$ cat config.mk
export PLATFORM = sky130hd
export DESIGN_NAME = video_timing_generator
export DESIGN_NICKNAME = d
export VERILOG_FILES = /design/src/rtl/video_timing_generator.sv
export SDC_FILE = /design/constraint.sdc
export NUM_CORES = 1
export LEC_CHECK = 0
export BUFFER_PORTS_ARGS = -buffer_cell sky130_fd_sc_hd__buf_2
export CORE_MARGIN = 8
export CORE_UTILIZATION = 45
export CTS_CLUSTER_DIAMETER = 120
export DETAILED_ROUTE_END_ITERATION = 12
export GPL_ROUTABILITY_DRIVEN = 0
export GPL_TIMING_DRIVEN = 0
export PLACE_DENSITY = 0.77
export SLEW_MARGIN = 40
export SYNTH_ARGS = -nofsm -noshare
export SYNTH_HDL_FRONTEND = slang
export SYNTH_SLANG_ARGS = --single-unit
$ cat constraint.sdc
create_clock -name i_clk -period 2.8 [get_ports i_clk]
set_clock_uncertainty 0.15 [all_clocks]
set_input_delay 0.14 -clock i_clk [delete_from_list [all_inputs] [get_ports i_clk]]
set_output_delay 0.14 -clock i_clk [all_outputs]
set_load 0.005 [all_outputs]
$ cat src/rtl/video_timing_generator.sv
// Raster timing source: walks active/front/sync/back regions in x and y
// and presents registered de, hs, vs, x, y, sof, eol (+ o_frame with VIDEO_TIMING_FRAME_CNT_EN).
//
// Ports:
//   i_clk   pixel clock
//   i_rstn  asynchronous active-low reset
//   i_en    advance enable, one pixel per enabled edge
//   o_de    data enable, high in the active area
//   o_hs    hsync, at HS_POL while asserted
//   o_vs    vsync, at VS_POL while asserted
//   o_x     horizontal position, 0..H_TOTAL-1
//   o_y     vertical position, 0..V_TOTAL-1
//   o_sof   one-cycle pulse while (0,0) is presented
//   o_eol   one-cycle pulse while x=H_ACTIVE-1 of an active line is presented
//   o_frame completed frames mod 256 (VIDEO_TIMING_FRAME_CNT_EN only)
//
// Totals must be <= 1024 and every region length must be >= 1.
module video_timing_generator #(
  parameter int H_ACTIVE = 640,
  parameter int H_FRONT  = 16,
  parameter int H_SYNC   = 96,
  parameter int H_BACK   = 48,
  parameter int V_ACTIVE = 480,
  parameter int V_FRONT  = 10,
  parameter int V_SYNC   = 2,
  parameter int V_BACK   = 33,
  parameter bit HS_POL   = 1'b0,
  parameter bit VS_POL   = 1'b0
) (
  input  logic       i_clk,
  input  logic       i_rstn,
  input  logic       i_en,
  output logic       o_de,
  output logic       o_hs,
  output logic       o_vs,
  output logic [9:0] o_x,
  output logic [9:0] o_y,
  output logic       o_sof,
  output logic       o_eol
`ifdef VIDEO_TIMING_FRAME_CNT_EN
  ,
  output logic [7:0] o_frame
`endif
);

  localparam int H_TOTAL = H_ACTIVE + H_FRONT + H_SYNC + H_BACK;
  localparam int V_TOTAL = V_ACTIVE + V_FRONT + V_SYNC + V_BACK;

  // Last count of each region.
  localparam logic [9:0] H_ACT_END = 10'(H_ACTIVE - 1);
  localparam logic [9:0] H_FP_END  = 10'(H_ACTIVE + H_FRONT - 1);
  localparam logic [9:0] H_SY_END  = 10'(H_ACTIVE + H_FRONT + H_SYNC - 1);
  localparam logic [9:0] H_END     = 10'(H_TOTAL - 1);
  localparam logic [9:0] V_ACT_END = 10'(V_ACTIVE - 1);
  localparam logic [9:0] V_FP_END  = 10'(V_ACTIVE + V_FRONT - 1);
  localparam logic [9:0] V_SY_END  = 10'(V_ACTIVE + V_FRONT + V_SYNC - 1);
  localparam logic [9:0] V_END     = 10'(V_TOTAL - 1);

  typedef enum logic [1:0] {
    ST_H_ACT,
    ST_H_FP,
    ST_H_SYNC,
    ST_H_BP
  } h_state_t;

  typedef enum logic [1:0] {
    ST_V_ACT,
    ST_V_FP,
    ST_V_SYNC,
    ST_V_BP
  } v_state_t;

  h_state_t   h_st, h_st_nxt;
  v_state_t   v_st, v_st_nxt;
  logic [9:0] h_cnt, h_cnt_nxt;
  logic [9:0] v_cnt, v_cnt_nxt;
  logic       h_wrap;
  logic       v_wrap;

  always_ff @(posedge i_clk or negedge i_rstn) begin
    if (!i_rstn) begin
      h_st  <= ST_H_ACT;
      v_st  <= ST_V_ACT;
      h_cnt <= '0;
      v_cnt <= '0;
    end else if (i_en) begin
      h_st  <= h_st_nxt;
      v_st  <= v_st_nxt;
      h_cnt <= h_cnt_nxt;
      v_cnt <= v_cnt_nxt;
    end
  end

  always_comb begin
    h_wrap    = (h_cnt == H_END);
    v_wrap    = (v_cnt == V_END);
    h_cnt_nxt = h_wrap ? 10'd0 : h_cnt + 10'd1;
    v_cnt_nxt = v_cnt;
    h_st_nxt  = h_st;
    v_st_nxt  = v_st;

    unique case (h_st)
      ST_H_ACT:  if (h_cnt == H_ACT_END) h_st_nxt = ST_H_FP;
      ST_H_FP:   if (h_cnt == H_FP_END)  h_st_nxt = ST_H_SYNC;
      ST_H_SYNC: if (h_cnt == H_SY_END)  h_st_nxt = ST_H_BP;
      ST_H_BP:   if (h_wrap)             h_st_nxt = ST_H_ACT;
      default:                           h_st_nxt = ST_H_ACT;
    endcase

    // Vertical side only moves on the line wrap.
    if (h_wrap) begin
      v_cnt_nxt = v_wrap ? 10'd0 : v_cnt + 10'd1;
      unique case (v_st)
        ST_V_ACT:  if (v_cnt == V_ACT_END) v_st_nxt = ST_V_FP;
        ST_V_FP:   if (v_cnt == V_FP_END)  v_st_nxt = ST_V_SYNC;
        ST_V_SYNC: if (v_cnt == V_SY_END)  v_st_nxt = ST_V_BP;
        ST_V_BP:   if (v_wrap)             v_st_nxt = ST_V_ACT;
        default:                           v_st_nxt = ST_V_ACT;
      endcase
    end
  end

  logic at_origin;
  assign at_origin = (h_cnt == 10'd0) && (v_cnt == 10'd0);

  always_ff @(posedge i_clk or negedge i_rstn) begin
    if (!i_rstn) begin
      o_de  <= 1'b0;
      o_hs  <= ~HS_POL;
      o_vs  <= ~VS_POL;
      o_x   <= '0;
      o_y   <= '0;
      o_sof <= 1'b0;
      o_eol <= 1'b0;
    end else if (i_en) begin
      o_de  <= (h_st == ST_H_ACT) && (v_st == ST_V_ACT);
      o_hs  <= (h_st == ST_H_SYNC) ? HS_POL : ~HS_POL;
      o_vs  <= (v_st == ST_V_SYNC) ? VS_POL : ~VS_POL;
      o_x   <= h_cnt;
      o_y   <= v_cnt;
      o_sof <= at_origin;
      o_eol <= (h_cnt == H_ACT_END) && (v_st == ST_V_ACT);
    end else begin
      // Pulses last one presented pixel only.
      o_sof <= 1'b0;
      o_eol <= 1'b0;
    end
  end

`ifdef VIDEO_TIMING_FRAME_CNT_EN
  // The first (0,0) after reset opens frame 0 rather than closing one.
  logic started;

  always_ff @(posedge i_clk or negedge i_rstn) begin
    if (!i_rstn) begin
      started <= 1'b0;
      o_frame <= '0;
    end else if (i_en) begin
      started <= 1'b1;
      if (started && at_origin) o_frame <= o_frame + 8'd1;
    end
  end
`endif

endmodule
Word level (Yosys, flattened, before mapping)
Cells that the tools add are included.
Word-level totals
  register bits: 49
  latch bits: 0
  output and inout port bits: 25
  bits in read-only memories: 0
  RAM bits: 0
  memories kept: 0
Operators by class
  divide/modulo/power cells: 0
  add/subtract/negate cells: 2
  reduce and logical (&&, ||, !) cells: 10
  shift operators: 0
  magnitude comparators: 0
  equal/unequal tests: 22
  multiplexer cells: 16
  multiply operators: 0
  bitwise gates (word level): 0
Operator list (count)
  $eq A10 B10 Y1 const B: 5
  $eq A10 B9 Y1 const B: 3
  $add A10 B1 Y10 const B: 2
  $logic_not A10 Y1: 2
  $mux W10: 2
  $mux W2: 8
  $ne A2 B2 Y1 const B: 8
  $pmux W2 S4: 2
  $eq A2 B2 Y1 const B: 4
  $reduce_and A6 Y1: 1
  $reduce_and A5 Y1: 1
  $eq A2 B1 Y1 const B: 2
  $logic_not A2 Y1: 2
  $mux W1: 4
  $logic_and A1 B1 Y1: 3
  $reduce_and A2 Y1: 1

Depth between registers and ports, before layout
Gate-level depths: netlist of the first run.
  depth after elaboration: 3
  mapped depth: 8
  gate-level depth less buffers: 7

Worst setup path after synthesis of the first run
Ideal clock, no wire load.
  kind: reg2reg
  start point: register v_cnt[0]
  end point: register v_st[1]
  setup slack: 0.058 ns
  clock period less this slack: 2.742 ns
  library setup time: 0.125 ns
  cell stages (with the launch flop): 8
  arrival time: 2.467 ns
  cells stage by stage: dfrtp_1 inv_1 ha_1 or4b_4 or4_4 a2111oi_4 a21bo_2 mux2_4
On the way
  cells in the longest elaborated chain, start to end: 3
  elaborated cells between the ends (all ways): 9
  those cells by class: eq/ne (8); reduce/logical (1)
RTL lines
  start, declared: line 76  | logic [9:0] v_cnt, v_cnt_nxt;
  start signal, assigned: line 90  | v_cnt <= v_cnt_nxt;
  $eq A10 B9 Y1, or another cell as far along: line 116  | ST_V_SYNC: if (v_cnt == V_SY_END) v_st_nxt = ST_V_BP;
  $ne A2 B2 Y1 (no source line)
  $reduce_and A6 Y1 (no source line) *
  end signal, assigned: line 88  | v_st <= v_st_nxt;
  end, declared: line 74  | v_state_t v_st, v_st_nxt;
Mark *: on every way between the ends. The rest lies on a longest branch, timed or not.
A chain may end at the register's enable or synchronous reset.

Worst setup path after layout of the first run
  start point: register v_cnt[1]
  end point: register v_st[1]
The elaborated chain is that of the path after synthesis.

==> results.yml, run 1 <==
power:
  ir_worst_vdd_mv: 0.261
  power_density_nw_per_um2: 537
  p_leak_uw: 0.00132
sta:
  worst_pin_slew_ns: 0.652
  timing.slew.headroom: 0.565
  finalCriticalPeriod_ns: 2.77
  fin_ws_ns: 0.0264
  fmax_mhz: 361
  whs_ns: 0.116
  min_period_over_period: 0.991
  hold_violations: 0
  setup_viol: 0
  slew_viol_final: 0
  rsz0062_at_grt: "yes"
final_layout:
  syn_to_final_growth_pct: 14.9
  num_antenna_cells: 0
  final_common_cell: "dfrtp_1"
  nFillCells: 448
  nNetsFinal: 275
  drive_above_1_share: 0.281
  design_area_um2: 2800
  most-common-layout-cells: "dfrtp_1, buf_2, mux2_2, o21ai_0, nor2_1"
floorplan:
  fp-row-count: 26
  io_pins: 28
  die_w_um: 89.6
  die_height_um: 89.6
  dieArea_um2: 8030
  start_util: 0.471
  core-area_um2: 5170
detailed_routing:
  vias: 1797
  drt-vias-per-instance: 5.45
  top_layer: "met4"
  wirelength_um: 4890
  firstDrtPassIters: 4
  route.met2.wl_um: 2330
  remaining_drc_errors: 0
  wl_met3_um: 227
  drtAntennaViolNets: 0
  drt-initial-drc-count: 126
  wl_met1_um: 2240
  post_drt_wl_per_cell_um: 14.8
critical_path:
  crit_required_ns: 2.85
  crit_arrival_ns: 2.82
  cp_num_buf_inv: 1
  crit_slowest_cell: "or4_4"
  setup.worst_path.class: "flop to flop"
  start_kind: "flop"
  cp-end-kind: "flop"
  crit_family: "simple AND/OR/NAND/NOR gates"
  worstPathCellList: "inv_2 > ha_1 > or4b_4 > or4_4 > a2111oi_4 > a21bo_2 > mux2_4"
  cp_slowest_stage_delay_ns: 0.53
  crit_fanout: 3
synthesis:
  yosysSeqAreaShare: 0.504
  yosys.area.top_type: "dfrtp_1"
  yosysWarnings: 0
  ys_seq_elements: 49
  syn_avg_cell_area_um2: 11.0
  netlist_instances: 221
  ys_types: 36
  syn-num-nets: 237
  synthTopCellsByArea: "dfrtp_1, mux2_2, ha_1"
  netlist_area_um2: 2440
  yosysTopAreaCellShare: 0.483
grt:
  grtUsageTotal: 0.133
  grt_pass1_wl_um: 8310
  overflow: 0
  antenna_found_initial: 0
  grt_pass1_vias: 1810
  grt_max_degree: 50
run_status:
  status: "finished clean"
clock_tree:
  clk_latency_ns: 0.31
  cts_root_buffer: "clkbuf_8"
  cts.sinks: 49
  cts_inserted_buffers: 5
  cts.htree.levels: 2
  clk_path_buf_depth: 2
  cts.reportedPaths.clkPinSlew_ns: 0.09
  cts_tree: "built"
place:
  dp_hpwl_um: 3430
  placed_cell_area_um2: 2670
  pre_cts_slack_ns: -0.0729
  port-buffer-count: 27
hold_path:
  holdCritPathClass: "input port to flop"
flow_run:
  cap_violations: 0
[flip-flops by register name (all words and copies together), names as in the netlist]
name and cells:
o_eol 1, v_st 2, o_de 1, o_x 10, o_hs 1, h_cnt 10
o_sof 1, v_cnt 10, o_vs 1, o_y 10, h_st 2
[cell usage after synthesis (all sizes together)]
master   count
o31ai        3
nand2       14
clkbuf       9
buf          3
or4          1
a21bo        1
a41oi        1
nor2b        2
a21o         2
nor2        15
nor4         3
a32oi        1
a22oi        1
o21ai       17
and3         8
nor4bb       1
nor3         2
nand3       10
a21oi        2
a31oi        4
nor4b        1
nand4        7
dfstp        2
inv         12
ha          13
a2111oi      1
or4b         1
dfrtp       47
mux2        24
xor2         3
and4b        2
nand4b       1
xnor2        5
and4         2
[per-layer routing]
layer / vias to the layer above / GRT usage
met3: 7 / 0.0291
met4: 0 / 0.0514
met1: 895 / 0.168
met5: - / 0
li1: 859 / -
met2: 36 / 0.215
[per-stage QoR]
stage	util	setup TNS, ns	cells	power (µW)
5_1_grt	0.542	-0.0356	330	1590
2_1_floorplan	-	0	221	991
4_1_cts	0.540	0	330	1520
6_report	0.542	0	330	1510
3_5_place_dp	0.516	-0.0729	318	1090
3_3_place_gp	0.514	-0.0702	318	1080
[tightest hold or removal path: cells and delay by family]
family	cells	cell delay, ns
buffers and inverters	1	0.13
AO/OA/AOI/OAI	1	0.15
AND/OR/NAND/NOR	1	0.15
[cells by family after synthesis]
group,synth area share
xor gates and xnor gates,0.0287
buffers and inverters,0.0400
adders and majority gates,0.0667
DFF,0.504
muxes,0.112
and+or+nand+nor,0.158
AOI/OAI and AO/OA,0.0903
[power by group]
group | switching, µW | internal, µW
logic | 133 | 108
clock network | 246 | 180
registers | 55.9 | 782
[worst paths after layout]
kind	startpoint	to	slack [ns]	cells after the start
worst min-delay path	i_en	o_hs	0.12	3
worst min register to register	o_y[8]	o_y[8]	0.36	1
min in group asynchronous	i_rstn	o_y[5]	0.22	2
max in group asynchronous	i_rstn	o_y[7]	1.87	2
worst max register to register	v_cnt[1]	v_st[1]	0.03	7
worst max-delay path	v_cnt[1]	v_st[1]	0.03	7
[layout make-up]
class	instances	area (µm²)	share of cell area
buffer	12	52.6	0.0188
multi-input combinational	148	1120	0.401
timing repair buffer	31	170	0.0607
clock inverter	3	25.0	0.00893
inverter	12	45.0	0.0161
tap	70	87.6	0.0313
clock buffer	5	68.8	0.0246
sequential	49	1230	0.439
[what timing repair did]
| item | 4_1_cts | 5_1_grt |
|---|---|---|
| setup endpoints to repair | 1 | 3 |
| resized for setup | 0 | 3 |
| setup buffers | 3 | 0 |
| hold buffers | 1 | 0 |
| pin swaps | 1 | 0 |
| hold endpoints to repair | 47 | 0 |
Power figures use the tool's default switching activity.
==> run 2, diff against run 1 <==
- REMOVE_ABC_BUFFERS: default -> 1
- SETUP_SLACK_MARGIN: default -> 0.2
==> run 2 against run 1 <==
Net effect:
- routed wire length up 0.12%
- via count fell by 2.1%
- register-to-register slack better by 0.06 ns
- critical path type unchanged
- critical endpoint unchanged
- largest power group unchanged
==> results.yml, run 2 (synthesized netlist as in run 1, its figures left out) <==
floorplan:
  start_util: 0.471
  fp-row-count: 26
  die_height_um: 89.6
  io_pins: 28
  die_w_um: 89.6
  dieArea_um2: 8030
  core-area_um2: 5170
grt:
  grtUsageTotal: 0.135
  grt_pass1_vias: 1722
  antenna_found_initial: 0
  overflow: 0
  grt_pass1_wl_um: 8290
  grt_max_degree: 50
detailed_routing:
  drt-initial-drc-count: 172
  vias: 1760
  drt-vias-per-instance: 5.48
  firstDrtPassIters: 4
  wirelength_um: 4890
  post_drt_wl_per_cell_um: 15.2
  drtAntennaViolNets: 0
  remaining_drc_errors: 0
final_layout:
  num_antenna_cells: 0
  design_area_um2: 2760
  most-common-layout-cells: "dfrtp_1, buf_2, mux2_2, o21ai_0, nor2_1"
  syn_to_final_growth_pct: 13.2
  final_util: 0.533
  drive_above_1_share: 0.291
  final_common_cell: "dfrtp_1"
  multiInputGateArea_um2: 1120
  nFillCells: 442
  register_area_um2: 1230
  final_cells: 321
  nNetsFinal: 266
sta:
  fmax_mhz: 369
  min_period_over_period: 0.968
  rsz0062_at_grt: "yes"
  slew_viol_final: 0
  worst_pin_slew_ns: 0.640
  setup_viol: 0
  timing.slew.headroom: 0.570
  finalCriticalPeriod_ns: 2.71
  hold_violations: 0
  whs_ns: 0.231
place:
  port-buffer-count: 27
  dp.cells: 306
  placed_cell_area_um2: 2620
  dp_hpwl_um: 3290
critical_path:
  rrSetupSlack_ns: 0.09
  crit_arrival_ns: 2.74
  crit_slowest_cell: "or4b_4"
  crit_end: "v_st[1]"
  start_kind: "flop"
  setup.worst_path.class: "flop to flop"
  cp-end-kind: "flop"
  cp_slowest_stage_delay_ns: 0.46
  worstSetupStartpoint: "v_cnt[0]"
  worstPathCellList: "inv_2 > ha_1 > or4b_4 > or4_4 > a2111oi_4 > a21bo_2 > mux2_4"
  crit_required_ns: 2.83
  rr_endpoint: "v_st[1]"
  reg2reg_from: "v_cnt[0]"
  rr_worst_depth: 7
  crit_fanout: 2
clock_tree:
  clk_latency_ns: 0.30
  cts.htree.levels: 2
  cts_root_buffer: "clkbuf_8"
  cts.sinks: 49
  cts.reportedPaths.clkPinSlew_ns: 0.09
  cts_tree: "built"
  clk_path_buf_depth: 2
  cts_inserted_buffers: 5
run_status:
  status: "finished clean"
power:
  power_density_nw_per_um2: 532
  p_leak_uw: 0.00131
  ir_worst_vdd_mv: 0.301
flow_run:
  cap_violations: 0
hold_path:
  holdCritPathClass: "input port to asynchronous set/reset pin"
## run 2: changes by cell type in the layout (fill, tap and decap cells not counted), sizes merged
cell,change
clkinvlp,-1
clkbuf,-7
inv,-1
## run 2: cell type report
type,count,area share
sequential,49,0.445
multi-input combinational,148,0.407
timing repair buffer,34,0.0698
tap,70,0.0317
clock buffer,7,0.0277
inverter,12,0.0163
clock inverter,1,0.00181
## run 2: metal layers
layer | share of wire | track usage | wire (µm)
met5 | 0 | 0 | 0
met4 | 0.022 | 0.0650 | 108
met3 | 0.049 | 0.0291 | 239
met2 | 0.46 | 0.211 | 2230
met1 | 0.47 | 0.172 | 2310
## run 2: how the worst min path moves through the flow
stage	from	to	slack, ns	cells past startpoint
2_1_floorplan	i_rstn	h_cnt[0]	-0.31	0
3_3_place_gp	i_rstn	o_y[7]	0.24	1
3_5_place_dp	i_rstn	o_y[6]	0.05	1
4_1_cts	i_rstn	o_y[1]	0.25	2
5_1_grt	i_rstn	o_y[7]	0.30	2
6_report	i_rstn	o_y[6]	0.23	2
## run 2: report_power, final
part	switching, µW	leakage (µW)	internal, µW
Clock	222	0.0000422	176
Combinational	93.1	0.000640	103
Sequential	92.3	0.000627	782
## run 2: metrics by stage
| step | setup WS (ns) | setup TNS [ns] | power (µW) |
|---|---|---|---|
| after floorplan | 0.0568 | 0 | 977 |
| after global placement | -0.0460 | -0.0818 | 1070 |
| after detailed placement | -0.0798 | -0.0798 | 1080 |
| after CTS | 0.125 | 0 | 1490 |
| after global routing | 0.00350 | 0 | 1550 |
| final | 0.0902 | 0 | 1470 |
## run 2: what timing repair did
action / 4_1_cts / 5_1_grt
resized for setup: 2 / 1
endpoints found under the setup margin: 5 / 8
buffers inserted: 6 / 0
pin swaps: 3 / 0
endpoints found under the hold margin: 47 / 0
gates cloned: 0 / 0
hold buffers: 1 / 0
## run 2: worst max-delay path: cells and delay by family, from the launching register on
kind | cells | cell delay, ns
AND/OR/NAND/NOR | 2 | 0.92
AO/OA/AOI/OAI | 2 | 0.61
flip-flops | 1 | 0.41
multiplexers | 1 | 0.29
adder cells (fa/ha/maj) | 1 | 0.14
buffers and inverters | 1 | 0.07
==> run 3, diff against run 2 <==
--- a/config.mk
+++ b/config.mk
@@ -20,2 +20,3 @@
 export SYNTH_HDL_FRONTEND = slang
 export SYNTH_SLANG_ARGS = --single-unit
+export TNS_END_PERCENT = 50
==> constraint.sdc (replaced) <==
create_clock -name i_clk -period 2.8 [get_ports i_clk]
set_clock_uncertainty 0.15 [all_clocks]
set_input_delay 0.28 -clock i_clk [delete_from_list [all_inputs] [get_ports i_clk]]
set_output_delay 0.28 -clock i_clk [all_outputs]
set_load 0.005 [all_outputs]
==> run 3 against run 2 <==
Net effect:
- highest routed layer unchanged
- critical path type unchanged
- via count decreased by 0.74%
- largest power group unchanged
- hold slack improved by 0.12 ns
- sequential cell count unchanged
- total power decreased by 0.45%
- routed wire length decreased by 1.5%
- critical path depth unchanged
- clock power about the same
==> results.yml, run 3 (synthesized netlist as in run 1, its figures left out) <==
run_status:
  status: "finished clean"
critical_path:
  worstPathCellList: "inv_2 > ha_1 > or4b_4 > or4_4 > a2111oi_4 > a21bo_2 > mux2_4"
  start_kind: "flop"
  cp-end-kind: "flop"
  crit_arrival_ns: 2.74
  setup.worst_path.class: "flop to flop"
  crit_family: "simple AND/OR/NAND/NOR gates"
  cp_num_buf_inv: 1
  crit_slowest_cell: "or4b_4"
  cp_slowest_stage_delay_ns: 0.46
  crit_required_ns: 2.83
  crit_fanout: 2
detailed_routing:
  drt-vias-per-instance: 5.44
  post_drt_wl_per_cell_um: 15.0
  remaining_drc_errors: 0
  drtAntennaViolNets: 0
  drt-initial-drc-count: 182
  vias: 1747
  firstDrtPassIters: 4
  wirelength_um: 4820
final_layout:
  most-common-layout-cells: "dfrtp_1, buf_2, mux2_2, o21ai_0, nor2_1"
  drive_above_1_share: 0.287
  final_common_cell: "dfrtp_1"
  nNetsFinal: 266
  num_antenna_cells: 0
  design_area_um2: 2750
  syn_to_final_growth_pct: 12.9
grt:
  grtUsageTotal: 0.135
  overflow: 0
  grt_max_degree: 50
  grt_pass1_wl_um: 8290
  use_met3: 0.0291
  grt_use_met1: 0.172
  antenna_found_initial: 0
  grt_pass1_vias: 1722
  met2_usage: 0.211
  grt_busiest_layer: "met2"
power:
  p_switching_uw: 401
  switching_share: 0.275
  p_leak_uw: 0.00131
  ir_worst_vdd_mv: 0.301
  p_int_uw: 1060
  p_clk_frac: 0.271
  power_density_nw_per_um2: 531
  p_total_uw: 1460
  comb_power_share: 0.133
  seqPwrFrac: 0.595
clock_tree:
  cts.htree.levels: 2
  cts.reportedPaths.clkPinSlew_ns: 0.09
  cts_root_buffer: "clkbuf_8"
  cts.sinks: 49
  clk_latency_ns: 0.30
  clk_path_buf_depth: 2
  cts_inserted_buffers: 5
  cts_tree: "built"
floorplan:
  die_height_um: 89.6
  start_util: 0.471
  dieArea_um2: 8030
  fp-row-count: 26
  core-area_um2: 5170
  die_w_um: 89.6
  io_pins: 28
sta:
  rsz0062_at_grt: "yes"
  worst_pin_slew_ns: 0.635
  slew_viol_final: 0
  finalCriticalPeriod_ns: 2.71
  setup_viol: 0
  min_period_over_period: 0.968
  timing.slew.headroom: 0.571
  fmax_mhz: 369
  hold_violations: 0
place:
  port-buffer-count: 27
  placed_cell_area_um2: 2620
  dp_hpwl_um: 3290
flow_run:
  cap_violations: 0
hold_path:
  holdCritPathClass: "flop to flop"
-- run 3: cell counts in the layout (fill, tap and decap cells not counted) --
No cell type changed its count.
-- run 3: worst register-to-register path: stages (launching register included) --
cell and delay (ns):
dfrtp_1 0.41, inv_2 0.07, ha_1 0.14, or4b_4 0.46, or4_4 0.46, a2111oi_4 0.33
a21bo_2 0.28, mux2_4 0.29
-- run 3: power by group through the flow --
| stage | Combinational (µW) | Sequential (µW) | Clock [µW] |
|---|---|---|---|
| after global placement | 193 | 881 | 0 |
| after CTS | 203 | 871 | 415 |
| after detailed placement | 200 | 885 | 0 |
| after floorplan | 110 | 867 | 0 |
| after global routing | 224 | 886 | 440 |
| final | 195 | 870 | 396 |
-- run 3: area by class of cell --
cell class	count	area (µm²)
Timing Repair Buffer	34	193
Clock inverter	1	5.00
Fill cell	441	2420
Clock buffer	7	76.3
Multi-Input combinational cell	148	1120
Sequential cell	49	1230
Inverter	12	45.0
Tap cell	70	87.6
-- run 3: through the flow --
stage	hold slack (ns)	cells	TNS, ns	util	worst slack (ns)
after floorplan	-0.166	209	0	-	0.0568
after global placement	0.334	306	-0.148	0.504	-0.102
after detailed placement	0.193	306	-0.169	0.506	-0.148
after CTS	0.361	321	0	0.532	0.125
after global routing	0.374	321	0	0.532	0.00350
final	0.355	321	0	0.532	0.0907
-- run 3: final timing paths --
kind                           from       to  slack (ns)  depth (start not counted)
setup reg to reg           v_cnt[0]  v_st[1]        0.09                          7
min in group asynchronous    i_rstn   o_y[6]        0.37                          2
max in group asynchronous    i_rstn  v_st[1]        1.70                          2
hold reg to reg              o_y[4]   o_y[4]        0.35                          1
hold / removal               o_y[4]   o_y[4]        0.35                          1
setup / recovery           v_cnt[0]  v_st[1]        0.09                          7
-- run 3: timing repair --
item	4_1_cts	5_1_grt
resized for setup	2	0
hold buffers	1	0
endpoints found under the hold margin	47	0
setup endpoints to repair	5	8
cloned	0	0
pin swaps	3	0
buffers inserted	6	0
-- run 3: layer usage --
| layer | routed length, µm | up-vias |
|---|---|---|
| li1 | - | 849 |
| met1 | 2220 | 841 |
| met2 | 2220 | 46 |
| met3 | 260 | 11 |
| met4 | 123 | 0 |
| met5 | 0 | - |
